$ cat src/rtl/memory_arbiter_if.sv
// memory_arbiter_if: bundles both cache-controller ports and the shared memory port.
interface memory_arbiter_if #(
  parameter int ADDR_WIDTH = 32,
  parameter int LINE_WIDTH = 256
);
  logic                  p0_enable_i;
  logic                  p0_write_i;
  logic [ADDR_WIDTH-1:0] p0_addr_i;
  logic [LINE_WIDTH-1:0] p0_data_i;
  logic                  p0_ack_o;
  logic [LINE_WIDTH-1:0] p0_data_o;
  logic                  p1_enable_i;
  logic                  p1_write_i;
  logic [ADDR_WIDTH-1:0] p1_addr_i;
  logic [LINE_WIDTH-1:0] p1_data_i;
  logic                  p1_ack_o;
  logic [LINE_WIDTH-1:0] p1_data_o;
  logic                  memory_enable_o;
  logic                  memory_write_o;
  logic [ADDR_WIDTH-1:0] memory_addr_o;
  logic [LINE_WIDTH-1:0] memory_data_o;
  logic                  memory_ack_i;
  logic [LINE_WIDTH-1:0] memory_data_i;
  logic [1:0]            grant_o;
  modport slave (
    input  p0_enable_i, p0_write_i, p0_addr_i, p0_data_i,
    input  p1_enable_i, p1_write_i, p1_addr_i, p1_data_i,
    input  memory_ack_i, memory_data_i,
    output p0_ack_o, p0_data_o, p1_ack_o, p1_data_o,
    output memory_enable_o, memory_write_o, memory_addr_o, memory_data_o, grant_o
  );
  modport master (
    output p0_enable_i, p0_write_i, p0_addr_i, p0_data_i,
    output p1_enable_i, p1_write_i, p1_addr_i, p1_data_i,
    output memory_ack_i, memory_data_i,
    input  p0_ack_o, p0_data_o, p1_ack_o, p1_data_o,
    input  memory_enable_o, memory_write_o, memory_addr_o, memory_data_o, grant_o
  );
endinterface

$ cat src/rtl/memory_arbiter.sv
// memory_arbiter: shares one memory port between the data cache (port 0) and instruction cache (port 1).
module memory_arbiter #(
  parameter int ADDR_WIDTH    = 32,
  parameter int LINE_WIDTH    = 256,
  parameter int PRIORITY_MODE = 0,
  parameter int STARVE_LIMIT  = 4
) (
  input logic clock_i,
  input logic reset_n_i,
  memory_arbiter_if.slave bus
);
  typedef enum logic [1:0] {IDLE, BUSY, DONE} state_t;
  localparam logic [3:0] STARVE_MAX = 4'(STARVE_LIMIT);
  state_t                r_state;
  logic                  r_last_grant;
  logic [3:0]            r_starve_cnt;
  logic                  r_owner;
  logic                  r_write;
  logic [ADDR_WIDTH-1:0] r_addr;
  logic [LINE_WIDTH-1:0] r_wdata;
  logic [1:0]            r_grant;
  logic                  r_mem_en;
  logic                  r_p0_ack;
  logic                  r_p1_ack;
  logic [LINE_WIDTH-1:0] r_p0_data;
  logic [LINE_WIDTH-1:0] r_p1_data;
  logic                  w_any;
  logic                  w_both;
  logic                  w_winner;
  always_comb begin
    w_any    = bus.p0_enable_i | bus.p1_enable_i;
    w_both   = bus.p0_enable_i & bus.p1_enable_i;
    w_winner = !w_both ? bus.p1_enable_i :
               (PRIORITY_MODE != 0) ? (r_starve_cnt == STARVE_MAX) : !r_last_grant;
  end
  // Winner's request is latched on arbitration so later input changes cannot disturb the memory bus.
  always_ff @(posedge clock_i) begin
    if (!reset_n_i) begin
      r_state      <= IDLE;
      r_last_grant <= 1'b1;
      r_starve_cnt <= '0;
      r_owner      <= 1'b0;
      r_write      <= 1'b0;
      r_addr       <= '0;
      r_wdata      <= '0;
      r_grant      <= '0;
      r_mem_en     <= 1'b0;
      r_p0_ack     <= 1'b0;
      r_p1_ack     <= 1'b0;
      r_p0_data    <= '0;
      r_p1_data    <= '0;
    end else begin
      case (r_state)
        IDLE: if (w_any) begin
          r_owner      <= w_winner;
          r_write      <= w_winner ? bus.p1_write_i : bus.p0_write_i;
          r_addr       <= w_winner ? bus.p1_addr_i : bus.p0_addr_i;
          r_wdata      <= w_winner ? bus.p1_data_i : bus.p0_data_i;
          r_grant      <= w_winner ? 2'b10 : 2'b01;
          r_mem_en     <= 1'b1;
          r_last_grant <= w_winner;
          if (PRIORITY_MODE != 0)
            r_starve_cnt <= w_winner ? '0 :
                            (w_both && r_starve_cnt != STARVE_MAX) ? r_starve_cnt + 4'd1 : r_starve_cnt;
          r_state      <= BUSY;
        end
        BUSY: if (bus.memory_ack_i) begin
          r_mem_en  <= 1'b0;
          r_p0_ack  <= !r_owner;
          r_p1_ack  <= r_owner;
          r_p0_data <= (!r_owner && !r_write) ? bus.memory_data_i : '0;
          r_p1_data <= (r_owner && !r_write) ? bus.memory_data_i : '0;
          r_state   <= DONE;
        end
        DONE: begin
          r_p0_ack  <= 1'b0;
          r_p1_ack  <= 1'b0;
          r_p0_data <= '0;
          r_p1_data <= '0;
          r_grant   <= '0;
          r_state   <= IDLE;
        end
        default: r_state <= IDLE;
      endcase
    end
  end
  assign bus.memory_enable_o = r_mem_en;
  assign bus.memory_write_o  = r_write;
  assign bus.memory_addr_o   = r_addr;
  assign bus.memory_data_o   = r_wdata;
  assign bus.grant_o         = r_grant;
  assign bus.p0_ack_o        = r_p0_ack;
  assign bus.p1_ack_o        = r_p1_ack;
  assign bus.p0_data_o       = r_p0_data;
  assign bus.p1_data_o       = r_p1_data;
endmodule

$ cat src/flat_wrapper.sv
// flat-port wrapper written by rule: the top's interface ports become plain ports
module memory_arbiter_flat 
#(
  parameter int ADDR_WIDTH    = 32,
  parameter int LINE_WIDTH    = 256,
  parameter int PRIORITY_MODE = 0,
  parameter int STARVE_LIMIT  = 4
)
  (clock_i, reset_n_i, bus_p0_enable_i, bus_p0_write_i, bus_p0_addr_i, bus_p0_data_i, bus_p1_enable_i, bus_p1_write_i, bus_p1_addr_i, bus_p1_data_i, bus_memory_ack_i, bus_memory_data_i, bus_p0_ack_o, bus_p0_data_o, bus_p1_ack_o, bus_p1_data_o, bus_memory_enable_o, bus_memory_write_o, bus_memory_addr_o, bus_memory_data_o, bus_grant_o);
  memory_arbiter_if #(.ADDR_WIDTH(ADDR_WIDTH), .LINE_WIDTH(LINE_WIDTH)) bus_i ();
  input logic clock_i;
  input logic reset_n_i;
  input wire logic [$bits(bus_i.p0_enable_i)-1:0] bus_p0_enable_i;
  input wire logic [$bits(bus_i.p0_write_i)-1:0] bus_p0_write_i;
  input wire logic [$bits(bus_i.p0_addr_i)-1:0] bus_p0_addr_i;
  input wire logic [$bits(bus_i.p0_data_i)-1:0] bus_p0_data_i;
  input wire logic [$bits(bus_i.p1_enable_i)-1:0] bus_p1_enable_i;
  input wire logic [$bits(bus_i.p1_write_i)-1:0] bus_p1_write_i;
  input wire logic [$bits(bus_i.p1_addr_i)-1:0] bus_p1_addr_i;
  input wire logic [$bits(bus_i.p1_data_i)-1:0] bus_p1_data_i;
  input wire logic [$bits(bus_i.memory_ack_i)-1:0] bus_memory_ack_i;
  input wire logic [$bits(bus_i.memory_data_i)-1:0] bus_memory_data_i;
  output wire logic [$bits(bus_i.p0_ack_o)-1:0] bus_p0_ack_o;
  output wire logic [$bits(bus_i.p0_data_o)-1:0] bus_p0_data_o;
  output wire logic [$bits(bus_i.p1_ack_o)-1:0] bus_p1_ack_o;
  output wire logic [$bits(bus_i.p1_data_o)-1:0] bus_p1_data_o;
  output wire logic [$bits(bus_i.memory_enable_o)-1:0] bus_memory_enable_o;
  output wire logic [$bits(bus_i.memory_write_o)-1:0] bus_memory_write_o;
  output wire logic [$bits(bus_i.memory_addr_o)-1:0] bus_memory_addr_o;
  output wire logic [$bits(bus_i.memory_data_o)-1:0] bus_memory_data_o;
  output wire logic [$bits(bus_i.grant_o)-1:0] bus_grant_o;
  assign bus_i.p0_enable_i = bus_p0_enable_i;
  assign bus_i.p0_write_i = bus_p0_write_i;
  assign bus_i.p0_addr_i = bus_p0_addr_i;
  assign bus_i.p0_data_i = bus_p0_data_i;
  assign bus_i.p1_enable_i = bus_p1_enable_i;
  assign bus_i.p1_write_i = bus_p1_write_i;
  assign bus_i.p1_addr_i = bus_p1_addr_i;
  assign bus_i.p1_data_i = bus_p1_data_i;
  assign bus_i.memory_ack_i = bus_memory_ack_i;
  assign bus_i.memory_data_i = bus_memory_data_i;
  assign bus_p0_ack_o = bus_i.p0_ack_o;
  assign bus_p0_data_o = bus_i.p0_data_o;
  assign bus_p1_ack_o = bus_i.p1_ack_o;
  assign bus_p1_data_o = bus_i.p1_data_o;
  assign bus_memory_enable_o = bus_i.memory_enable_o;
  assign bus_memory_write_o = bus_i.memory_write_o;
  assign bus_memory_addr_o = bus_i.memory_addr_o;
  assign bus_memory_data_o = bus_i.memory_data_o;
  assign bus_grant_o = bus_i.grant_o;
  memory_arbiter #(.ADDR_WIDTH(ADDR_WIDTH), .LINE_WIDTH(LINE_WIDTH), .PRIORITY_MODE(PRIORITY_MODE), .STARVE_LIMIT(STARVE_LIMIT)) u_core (.clock_i(clock_i), .reset_n_i(reset_n_i), .bus(bus_i));
endmodule
$ cat config.mk
export PLATFORM = sky130hd
export DESIGN_NAME = memory_arbiter_flat
export DESIGN_NICKNAME = d
export VERILOG_FILES = /design/src/rtl/memory_arbiter_if.sv /design/src/rtl/memory_arbiter.sv /design/src/flat_wrapper.sv
export SDC_FILE = /design/constraint.sdc
export NUM_CORES = 2
export LEC_CHECK = 0
export CAP_MARGIN = 30
export CORE_AREA = 2 2 643 645
export CTS_BUF_LIST = sky130_fd_sc_hd__clkbuf_2
export DETAILED_ROUTE_END_ITERATION = 8
export DIE_AREA = 0 0 645 647
export DONT_BUFFER_PORTS = 1
export GPL_ROUTABILITY_DRIVEN = 0
export SYNTH_ARGS = -nofsm -noshare
export SYNTH_HDL_FRONTEND = slang
export SYNTH_SLANG_ARGS = --single-unit
$ cat constraint.sdc
create_clock -name clock_i -period 1.5 [get_ports clock_i]
set_clock_uncertainty 0.1 [all_clocks]
set_input_delay 0.3 -clock clock_i [delete_from_list [all_inputs] [get_ports clock_i]]
set_output_delay 0.3 -clock clock_i [all_outputs]
set_load 0.01 [all_outputs]
==> key figures, run 1 <==
Logic synthesis
  – Synth cell types: 34
  – Syn nets: 4670
  – Ys Warns: 0
  – Largest family of logic cells by synthesized area: compound AO/OA/AOI/OAI gates
  – Yosys reg bits: about 800
  – Post-synthesis sequential area ratio: roughly half
  – Complex-gate fraction of the synthesized area: 24.2%
  – Mux contribution to synthesized area: 0%
  – Syn avg cell area: 8.53 um2
  – Post-Synth XOR/XNOR Area: 0%
  – Simple-Gate Fraction of Synth Area: 20.3%
  – Synth Area in Adders: 0%
  – Post-synthesis cell count: 3831
  – Synthesized cell area: between 30000 and 40000 um2

CTS
  – Num CTS Buffers: 231
  – Htree depth: 4
  – Hold-fix buffers, CTS: between 1500 and 2000
  – Root Driver: clkbuf_2
  – Post-CTS Setup Bufs: 45
  – Clock Path Buffers: 4
  – Clock Sinks: 810
  – CTS resizes: 1610

Floorplanning
  – Initial Utilization: 7.95%
  – # rows: roughly 240
  – Die Y: 647 um
  – Num ports: 1645
  – Die width: about 650 um

Placed design
  – I/O Buffers: 0
  – Detailed placer's ending HPWL: 296000 um

Status
  – Err: [ERROR RSZ-0060] Max buffer count reached.
  – Fail Step: clock tree synthesis
  – Outcome: did not finish
-- stage by stage --
| step | instances | setup WS, ps | instance area [um2] |
|---|---|---|---|
| floorplan | 3831 | -20.4 | 32800 |
| global placement | 9363 | -630 | 42900 |
| detailed placement | 9363 | -619 | 42900 |
-- cells in the mapped netlist --
| cell type | n | area (um2) |
|---|---|---|
| a21oi_1 | 468 | 2340 |
| o21a_1 | 2 | 15.0 |
| buf_1 | 18 | 67.6 |
| nor4bb_1 | 1 | 10.0 |
| nor2b_1 | 256 | 1600 |
| nand2_1 | 580 | 2180 |
| nand2b_1 | 1 | 6.26 |
| clkbuf_1 | 263 | 987 |
| nor2_2 | 1 | 6.26 |
| nor3_1 | 1 | 5.00 |
| a21boi_0 | 2 | 15.0 |
| clkinv_1 | 1 | 3.75 |
| buf_2 | 170 | 851 |
| a32oi_1 | 256 | 2240 |
| nor3b_1 | 1 | 7.51 |
| nand3_1 | 353 | 1770 |
| nand4b_1 | 1 | 8.76 |
| a21bo_2 | 1 | 10.0 |
| and2_1 | 1 | 6.26 |
| nand3b_1 | 1 | 7.51 |
| o221a_2 | 1 | 11.3 |
| and4bb_1 | 1 | 12.5 |
| a22oi_1 | 1 | 7.51 |
| dfxtp_1 | 810 | 16200 |
| o211a_1 | 1 | 10.0 |
| or2_0 | 1 | 6.26 |
| a21boi_1 | 1 | 7.51 |
| a311oi_1 | 289 | 2530 |
| buf_4 | 2 | 15.0 |
| o21ai_0 | 1 | 5.00 |
| nor2_1 | 260 | 976 |
| a22o_1 | 80 | 701 |
| a31oi_1 | 2 | 12.5 |
| and3_1 | 3 | 18.8 |
-- cell families after synthesis --
logic type             after synthesis
buffers and inverters              454
and+or+nand+nor                   1462
DFF                                810
AOI/OAI and AO/OA                 1105
==> run 2: changes to the inputs <==
--- a/config.mk
+++ b/config.mk
@@ -7,11 +7,11 @@
 export LEC_CHECK = 0
 export CAP_MARGIN = 30
 export CORE_AREA = 2 2 643 645
-export CTS_BUF_LIST = sky130_fd_sc_hd__clkbuf_2
 export DETAILED_ROUTE_END_ITERATION = 8
 export DIE_AREA = 0 0 645 647
 export DONT_BUFFER_PORTS = 1
 export GPL_ROUTABILITY_DRIVEN = 0
+export PLACE_DENSITY_LB_ADDON = 0.15
 export SYNTH_ARGS = -nofsm -noshare
 export SYNTH_HDL_FRONTEND = slang
 export SYNTH_SLANG_ARGS = --single-unit
==> constraint.sdc (replaced) <==
create_clock -name clock_i -period 1.95 [get_ports clock_i]
set_clock_uncertainty 0.1 [all_clocks]
set_input_delay 0.39 -clock clock_i [delete_from_list [all_inputs] [get_ports clock_i]]
set_output_delay 0.39 -clock clock_i [all_outputs]
set_load 0.01 [all_outputs]
==> key figures, run 2 <==
Floorplanning
  – Die width: 645 um (unchanged)
  – Initial Utilization: 7.95% (unchanged)
  – # rows: 236 (unchanged)
  – DIE AREA: roughly 420000 um2
  – Core ar.: 411000 um2
  – Die Y: 647 um (unchanged)
  – Num ports: 1645 (unchanged)

Timing
  – Final Max Slew Viols: 0
  – F_max: around 0.51 GHz
  – Post-layout worst setup margin: -22.7 ps
  – Setup_tns: -54.2 ps
  – Tmin final: 1970 ps
  – Final setup vio count: 7
  – Final hold slack: approximately 110 ps
  – Relative slew margins: 49.6%
  – Final worst-path cycle share: 101%
  – RSZ-0062 raised after global routing: yes
  – Final hold vios: 0
  – Actual slew at the worst max-slew pin: approximately 750 ps

Worst setup path
  – Slowest stage cell, crit path: dlygate4sd3_1
  – CP top delay family: buffers and inverters
  – Crit path capture type: register
  – Type of origin of the critical path: input port
  – Worst path max stage delay: 810 ps
  – Most frequent CP cell: dlygate4sd3_1
  – Crit path buffers/inverters: 3
  – Worst r2r dst: u_core.bus.memory_data_o[123]
  – FF-to-FF setup slack: -10 ps
  – Critical Path RT: 2580 ps
  – Worst path cell trace: dlygate4sd3_1 -> a21bo_4 -> buf_12 -> nand2_1 -> dlygate4sd3_1 -> a311oi_1
  – Critical path class: input port to register
  – Reg2reg start: u_core.r_state[1]
  – Critical path peak fanout: 24
  – CP arrival: around 2600 ps
  – Register-to-Register Path Depth: 7

CTS
  – Worst-path clk slew: around 60 ps
  – TritonCTS clock tree: built
  – Worst skew pair latency: 830 ps
  – Htree depth: 3 (-1)
  – Num CTS Buffers: 112 (-52%)
  – Root Driver: clkbuf_16
  – Clock Sinks: 810 (unchanged)
  – Clock Path Buffers: 4 (unchanged)

Layout
  – Final instance area: 56900 um2
  – Sequential Area: 16600 um2
  – Filler instances: 47000
  – Synthesis-to-layout area growth: 74.1%
  – Most frequent cells in the layout: dlygate4sd3_1, dfxtp_1, nand2_1
  – Most common cell after layout, fill and taps aside: dlygate4sd3_1
  – Share of layout cells above drive strength 1: 17.9%
  – Multi-input gate area: around 15000 um2
  – Nets: 5675

Global route
  – First-pass GRT wire length: 353000 um
  – Total Routing Usage GR: approximately an eighth
  – Largest net degree at the start of global routing: 105
  – Congestion Overflow GR: 0
  – Vias in the first global route: 35700
  – Initial antenna violation count: 105

Drt
  – DRT iter0 DRCs: 2669
  – Drt wl/cell: 26.6 um
  – Final ANT Viol Nets: 0
  – Initial DRT Pass Iterations: 5
  – Drt via density: roughly 3.4
  – DRT Wirelength: 277000 um
  – DR vias: 35900
  – DRC: 0

Placed design
  – I/O Buffers: 0 (unchanged)
  – Detailed placer's ending HPWL: 215000 um (-27%)
  – Post-place instance area: 42100 um2 (-1.9%)
  – Post-place setup slack: 18.3 ps (+638 ps)

Pwr
  – Power per cell area: 868 nW/um2
  – Leakage: 19.6 nW
  – Max IR drop VDD: a little under 0.0007 V

Logic synthesis
  – Ys Warns: 0 (unchanged)
  – Syn nets: 4670 (unchanged)
  – Synth top area share: 49.6% (unchanged)
  – Post-synthesis cell count: 3831 (unchanged)
  – Top cells by area, synth: dfxtp_1, a311oi_1, a21oi_1
  – Syn avg cell area: 8.53 um2 (unchanged)
  – Yosys reg bits: 810 (unchanged)
  – Synthesized cell area: 32700 um2 (unchanged)
  – Synth cell types: 34 (unchanged)
  – Post-synthesis sequential area ratio: 49.6% (unchanged)
  – Most frequent cell after synthesis: dfxtp_1
  – Synth cell count leaders: dfxtp_1, nand2_1, a21oi_1
  – Post-synth EDFFs: 0 (unchanged)
  – Most used DFF post-synth: dfxtp_1
  – Asr flop ratio synth: 0% (unchanged)
  – Synth area leader: dfxtp_1

Hold path
  – Worst Hold Class: input port to register
  – Hold Path End: u_core.bus.p1_data_o[250]
  – Worst hold stages: 4
  – Start point of the worst hold path: reset_n_i

Run
  – Max cap viols: 0

Status
  – Outcome: finished, violations left
  – Failing checks: negative setup slack
==> run 2: cell counts after synthesis <==
No cell type changed its count.
==> run 2: worst min-delay path, stage by stage <==
cell,delay (ps)
inv_8,80
buf_12,180
buf_12,180
a21oi_1,110
==> run 2: layout make-up <==
class	instances	area share (%)
Multi-Input combinational cell	2567	25.8
Clock buffer	178	6.05
Timing Repair Buffer	1344	26.3
Inverter	1	0.0198
Clock inverter	20	0.367
Antenna cell	36	0.158
Sequential cell	810	29.2
Tap cell	5474	12.0
==> run 2: how the worst max path moves through the flow <==
| stage | startpoint | end | slack [ps] | cells past startpoint |
|---|---|---|---|---|
| after floorplan | bus_memory_ack_i | u_core.bus.p1_data_o[100] | 340 | 6 |
| after global placement | u_core.r_state[1] | u_core.bus.p1_data_o[0] | 20 | 6 |
| after detailed placement | u_core.r_state[1] | u_core.bus.p1_data_o[0] | 20 | 6 |
| after CTS | u_core.bus.p1_data_o[0] | bus_p1_data_o[0] | -100 | 1 |
| after global routing | u_core.r_state[1] | u_core.bus.memory_data_o[119] | -90 | 8 |
| final | bus_p0_enable_i | u_core.bus.memory_data_o[28] | -20 | 6 |
==> run 2: cell families after synthesis <==
group	Yosys count	share of synthesized area, %
compound gates	1105	24.2
buf+inv	454	5.89
flops	810	49.6
simple gates	1462	20.3
==> run 2: per-layer routing <==
layer / global-route usage [%] / up-vias / wire length [um]
li1: - / 16000 / -
met3: 3.45 / 369 / 19400
met4: 3.17 / 34 / 7720
met5: 0 / - / 235
met1: 13.2 / 18000 / 102000
met2: 23.4 / 1565 / 148000
==> run 2: repair_timing <==
action,4_1_cts,5_1_grt
endpoints found under the setup margin,193,348
setup buffers,7,27
pin swaps,3,58
gates cloned,10,18
hold buffers,855,0
resized for setup,437,64
hold endpoints to repair,810,0
==> run 2: power by group <==
part / switching [mW] / total, mW / internal (mW)
registers: 1.73 / 19.3 / 17.6
logic: 4.97 / 9.01 / 4.04
clock network: 8.77 / 21.0 / 12.3
total: 15.5 / 49.4 / 33.9
==> run 2: through the flow <==
stage	std cells	util (%)	power (mW)
2_1_floorplan	3831	-	22.2
3_3_place_gp	9281	10.2	26.0
3_5_place_dp	9281	10.2	25.9
4_1_cts	10400	13.6	50.1
5_1_grt	10400	13.8	51.5
6_report	10400	13.8	49.4
No activity file was read; power rests on OpenSTA's default activity.
